$ cat src/rtl/win_pkg.sv
// Shared constants, types and saturation helpers for the Winograd signed MAC pipeline.
package win_pkg;

    localparam int WIDTH_DEF = 8;
    localparam int ACC_W_DEF = 24;

    // Valid bits of the two operand stages ahead of the accumulator stage.
    typedef struct packed {
        logic v1;
        logic v2;
    } stage_valid_t;

    // Most-positive value of a w-bit two's-complement accumulator (ACC_MAX).
    function automatic logic [47:0] acc_max(input int w);
        return (48'd1 << (w - 1)) - 48'd1;
    endfunction

    // Most-negative value of a w-bit two's-complement accumulator (ACC_MIN).
    function automatic logic [47:0] acc_min(input int w);
        return ~acc_max(w);
    endfunction

endpackage

$ cat src/rtl/win_umul_rows.sv
// Combinational WIDTH x WIDTH unsigned multiplier built from shifted partial-product rows.
module win_umul_rows #(
    parameter int WIDTH = 8
) (
    input  logic [WIDTH-1:0]   a,
    input  logic [WIDTH-1:0]   b,
    output logic [2*WIDTH-1:0] p
);

    logic [2*WIDTH-1:0] prod_s;

    // Sum one shifted copy of a for every set bit of b.
    always_comb begin
        prod_s = '0;
        for (int i = 0; i < WIDTH; i++) begin
            if (b[i]) begin
                prod_s = prod_s + ({{WIDTH{1'b0}}, a} << i);
            end else begin
                prod_s = prod_s;
            end
        end
    end

    assign p = prod_s;

endmodule

$ cat src/rtl/win_mac_signed_pipe.sv
// Three-stage signed multiply-accumulate with per-group summation, overflow tracking
// and a full-pipeline stall driven by the single-entry result register.
module win_mac_signed_pipe
    import win_pkg::*;
#(
    parameter int WIDTH  = WIDTH_DEF,
    parameter int ACC_W  = ACC_W_DEF,
    parameter bit SAT_EN = 1'b1
) (
    input  logic             clk,
    input  logic             rst_n,
    input  logic             in_valid,
    output logic             in_ready,
    input  logic [WIDTH-1:0] in_a,
    input  logic [WIDTH-1:0] in_b,
    input  logic             in_first,
    input  logic             in_last,
    output logic             out_valid,
    input  logic             out_ready,
    output logic [ACC_W-1:0] out_data,
    output logic             out_ovf
);

    localparam logic [47:0]      MAX48   = acc_max(ACC_W);
    localparam logic [47:0]      MIN48   = acc_min(ACC_W);
    localparam logic [ACC_W-1:0] SAT_MAX = MAX48[ACC_W-1:0];
    localparam logic [ACC_W-1:0] SAT_MIN = MIN48[ACC_W-1:0];

    logic               en_s;
    stage_valid_t       vld_r;
    logic [WIDTH-1:0]   mag_a_s, mag_b_s, mag_a_r, mag_b_r;
    logic               sign1_r, zero1_r, first1_r, last1_r;
    logic [2*WIDTH-1:0] prod_s, prod2_r;
    logic               sign2_r, zero2_r, first2_r, last2_r;
    logic [ACC_W:0]     ext_s, sp_s, sum_s;
    logic               ovf_s, sticky_next_s, sticky_r;
    logic [ACC_W-1:0]   acc_next_s, acc_r;

    // The only stall source is an unaccepted result, so in_ready never sees in_valid.
    assign en_s     = !(out_valid && !out_ready);
    assign in_ready = en_s;

    // Magnitudes are WIDTH-bit unsigned so the most-negative operand is kept exactly.
    assign mag_a_s = in_a[WIDTH-1] ? (~in_a + {{(WIDTH-1){1'b0}}, 1'b1}) : in_a;
    assign mag_b_s = in_b[WIDTH-1] ? (~in_b + {{(WIDTH-1){1'b0}}, 1'b1}) : in_b;

    win_umul_rows #(.WIDTH(WIDTH)) u_umul (
        .a (mag_a_r),
        .b (mag_b_r),
        .p (prod_s)
    );

    // Sign, re-extension and accumulation with overflow detection on ACC_W+1 bits.
    always_comb begin
        ext_s = {{(ACC_W + 1 - 2*WIDTH){1'b0}}, prod2_r};
        if (zero2_r) begin
            sp_s = '0;
        end else if (sign2_r) begin
            sp_s = ~ext_s + {{ACC_W{1'b0}}, 1'b1};
        end else begin
            sp_s = ext_s;
        end
        if (first2_r) begin
            sum_s = sp_s;
        end else begin
            sum_s = {acc_r[ACC_W-1], acc_r} + sp_s;
        end
        ovf_s = sum_s[ACC_W] ^ sum_s[ACC_W-1];
        if (SAT_EN && ovf_s) begin
            acc_next_s = sum_s[ACC_W] ? SAT_MIN : SAT_MAX;
        end else begin
            acc_next_s = sum_s[ACC_W-1:0];
        end
        sticky_next_s = (first2_r ? 1'b0 : sticky_r) | ovf_s;
    end

    // Operand stages S1 and S2; everything holds while the result is stalled.
    always_ff @(posedge clk or negedge rst_n) begin
        if (!rst_n) begin
            vld_r    <= '0;
            mag_a_r  <= '0;
            mag_b_r  <= '0;
            sign1_r  <= 1'b0;
            zero1_r  <= 1'b0;
            first1_r <= 1'b0;
            last1_r  <= 1'b0;
            prod2_r  <= '0;
            sign2_r  <= 1'b0;
            zero2_r  <= 1'b0;
            first2_r <= 1'b0;
            last2_r  <= 1'b0;
        end else if (en_s) begin
            vld_r.v1 <= in_valid;
            mag_a_r  <= mag_a_s;
            mag_b_r  <= mag_b_s;
            sign1_r  <= in_a[WIDTH-1] ^ in_b[WIDTH-1];
            zero1_r  <= (in_a == '0) || (in_b == '0);
            first1_r <= in_first;
            last1_r  <= in_last;
            vld_r.v2 <= vld_r.v1;
            prod2_r  <= prod_s;
            sign2_r  <= sign1_r;
            zero2_r  <= zero1_r;
            first2_r <= first1_r;
            last2_r  <= last1_r;
        end
    end

    // Accumulator stage S3 and the single-entry result register.
    always_ff @(posedge clk or negedge rst_n) begin
        if (!rst_n) begin
            acc_r     <= '0;
            sticky_r  <= 1'b0;
            out_valid <= 1'b0;
            out_data  <= '0;
            out_ovf   <= 1'b0;
        end else if (en_s) begin
            if (vld_r.v2) begin
                acc_r    <= acc_next_s;
                sticky_r <= sticky_next_s;
            end
            out_valid <= vld_r.v2 && last2_r;
            if (vld_r.v2 && last2_r) begin
                out_data <= acc_next_s;
                out_ovf  <= sticky_next_s;
            end
        end
    end

endmodule

$ cat config.mk
export PLATFORM = sky130hd
export DESIGN_NAME = win_mac_signed_pipe
export DESIGN_NICKNAME = d
export VERILOG_FILES = /design/src/rtl/win_pkg.sv /design/src/rtl/win_umul_rows.sv /design/src/rtl/win_mac_signed_pipe.sv
export SDC_FILE = /design/constraint.sdc
export NUM_CORES = 1
export LEC_CHECK = 0
export CAP_MARGIN = 40
export CORE_MARGIN = 8
export CORE_UTILIZATION = 56
export CTS_BUF_LIST = sky130_fd_sc_hd__clkbuf_16
export DETAILED_ROUTE_END_ITERATION = 16
export HOLD_SLACK_MARGIN = 0.1
export PLACE_DENSITY = 0.89
export RECOVER_POWER = 25
export SYNTH_ARGS = -nofsm -noshare
export SYNTH_HDL_FRONTEND = slang
export SYNTH_HIERARCHICAL = 1
export SYNTH_SLANG_ARGS = --single-unit
export TNS_END_PERCENT = 20
$ cat constraint.sdc
create_clock -name clk -period 8.2 [get_ports clk]
set_input_delay 0.82 -clock clk [delete_from_list [all_inputs] [get_ports clk]]
set_output_delay 0.82 -clock clk [all_outputs]
set_load 0.1 [all_outputs]
==> metrics <==
clock slew at reported path FFs 0.07 ns; Die Y around 140 um; top-area cell type share of the netlist area 0.252; post-layout min period 8.92 ns; Netlist Area Pre-Place 9220 sq um; final worst slack -0.722 ns; Setup violations, final 5; drt drc 0; Synth area leaders dfrtp_1, ha_1, nand2_1; n_diodes 0; Root Buffer clkbuf_16; max incr delay on CP 0.39 ns; starting density of the core 0.564; startpoint types flop; R2R Path Start mag_b_r[0]; CTS Hold Bufs 0; Die Area 20800 sq um; Avg Cell Area, Syn roughly 8.0 sq um; Site Rows 47; vias in the first global route between 9000 and 10000; Reg2Reg Depth 44; failing checks max-capacitance violations, max-slew violations, negative setup slack; Area Overhead vs Synth 26.8%; Hold Worst Slack about 0.48 ns; Worst Skew 0.0105 ns; max-capacitance violation count 2; initial antenna violation count 0; Crit. Startpoint mag_b_r[0]; worst hold stages 2; routed vias 9948; worst slew margin relative to its limit -0.954; PortBufs 48; status complete, but fails checks; Post-synth top flop dfrtp_1; worst hold path type reg -> reg; Routed WL per cell 19.9 um; fraction of registers with async set/reset 1.00; register area share after synthesis 0.252; Final period util 1.09; total wire length about 30000 um; CTS Buf Count 9; first-pass GRT wire length 44600 um; CTS tree done; crit path kind reg -> reg; H-tree lvl count 3; Hold Violations, Final 0; DRT Pass-1 Iters 6; worst reg2reg endpoint prod2_r[13]; crit path capture type flop; commonest non-fill, non-tap cells in the layout nand2_1, buf_4, dfrtp_1; cell taking the most area after synthesis dfrtp_1; worst reg-to-reg setup slack -0.72 ns; global-route total usage across every layer 0.266; Req. time, crit path 8.49 ns; Slew Viols, Final 96; worst skew pair latency 0.36 ns; slowest stage cell, crit path dfrtp_1; clock sinks 93; Yosys cell types 95; Syn Nets 1267; post-DP HPWL 20300 um; Post-DRT Antenna Nets 0; Final Util 0.715; RSZ-0062 raised after global routing true; Hold EP zero2_r; worst-margin pin slew 2.93 ns; hold path startpoint zero1_r; fill count around 1200; most common cell after layout, fill and taps aside nand2_1; Crit Path Max Fanout 7; Final nets roughly 1400; Core Box Area around 16000 sq um; yosys warns 6; pre-CTS WS -0.361 ns; Yosys reg bits 93; vias per cell 6.58; die width 144 um; layout cells sized above 1 0.208; Post-synth EDFFs 0; gp weighted congestion 0.968; Max Clk Rate between 100 and 150 MHz; CTS max path bufs 2; io pins a little under 50; GRT overflow 0; post-synthesis cell count about 1100; 1st-iter DRT viols 1248; largest net degree at the start of global routing 55; Arr. time, crit path 9.22 ns
routing by layer:
metal  vias up  share of wire  track usage  routed length [um]
met5         -              0            0                   0
met2       643           0.48        0.463               14500
li1       4411              -            -                   -
met4         0          0.060        0.136                1810
met3       216          0.085       0.0495                2540
met1      4678           0.37        0.308               11200
worst max path at each step:
stage / to / slack, ns / depth (start not counted)
2_1_floorplan: prod2_r[14] / 0.06 / 44
3_3_place_gp: prod2_r[14] / -0.09 / 42
3_5_place_dp: prod2_r[14] / -0.36 / 43
4_1_cts: prod2_r[13] / -0.23 / 43
5_1_grt: prod2_r[14] / -0.96 / 44
6_report: prod2_r[13] / -0.72 / 44
Yosys cell counts (all sizes together) (12+ instances only):
cell type  number
nor3           21
nor2           85
a31oi          22
nand2b         14
clkbuf         34
xnor2          34
a211oi         12
o21a           15
and2           13
ha             88
nand2         180
or3            16
mux2           17
o21ai         103
nand3          18
buf            15
nor2b          12
inv            49
xor2           37
dfrtp          93
maj3           12
a21oi          81
a21o           27
cell families after synthesis:
family | count (synthesis) | share of synthesized area
compound gates | 354 | 0.254
flops | 93 | 0.252
xor+xnor | 71 | 0.0674
mux | 25 | 0.0299
fa+ha+maj | 108 | 0.150
simple gates | 399 | 0.203
buf+inv | 99 | 0.0431
registers in the layout (all words and copies together) (netlist names), 2 cells and up:
signal    count
out_data     24
prod2_r      16
mag_b_r       8
vld_r         2
mag_a_r       8
acc_r        24
through the flow:
stage	instances	instance area [sq um]	TNS [ns]
after floorplan	1149	9310	0
after global placement	1449	10500	-0.211
after detailed placement	1476	10900	-1.59
after CTS	1506	11400	-0.725
after global routing	1513	11700	-4.90
final	1513	11700	-3.24
timing repair:
action | 4_1_cts | 5_1_grt
resized for setup | 24 | 41
setup buffers | 14 | 7
setup endpoints to repair | 5 | 7
pin swaps | 27 | 37
endpoints found under the hold margin | 0 | 0
cell type report:
type / count / area (sq um) / share of cell area
well taps: 220 / 275 / 0.0235
clock inverters: 7 / 95.1 / 0.00813
multi-input cells: 957 / 6930 / 0.592
flip-flops and latches: 93 / 2330 / 0.199
clock buffers: 9 / 225 / 0.0193
inverters: 50 / 188 / 0.0160
repair buffers: 177 / 1650 / 0.141
worst max-delay path: cells and delay by family, from the launching register on:
kind	cells	cell delay (ns)
compound gates	16	2.71
simple gates	12	2.24
fa+ha+maj	7	2.12
buf+inv	5	0.67
xor+xnor	3	0.45
flops	1	0.39
mux	1	0.32
Power is not shown: default switching activity piles up to over one toggle a cycle in this logic, so the estimate is an artifact.
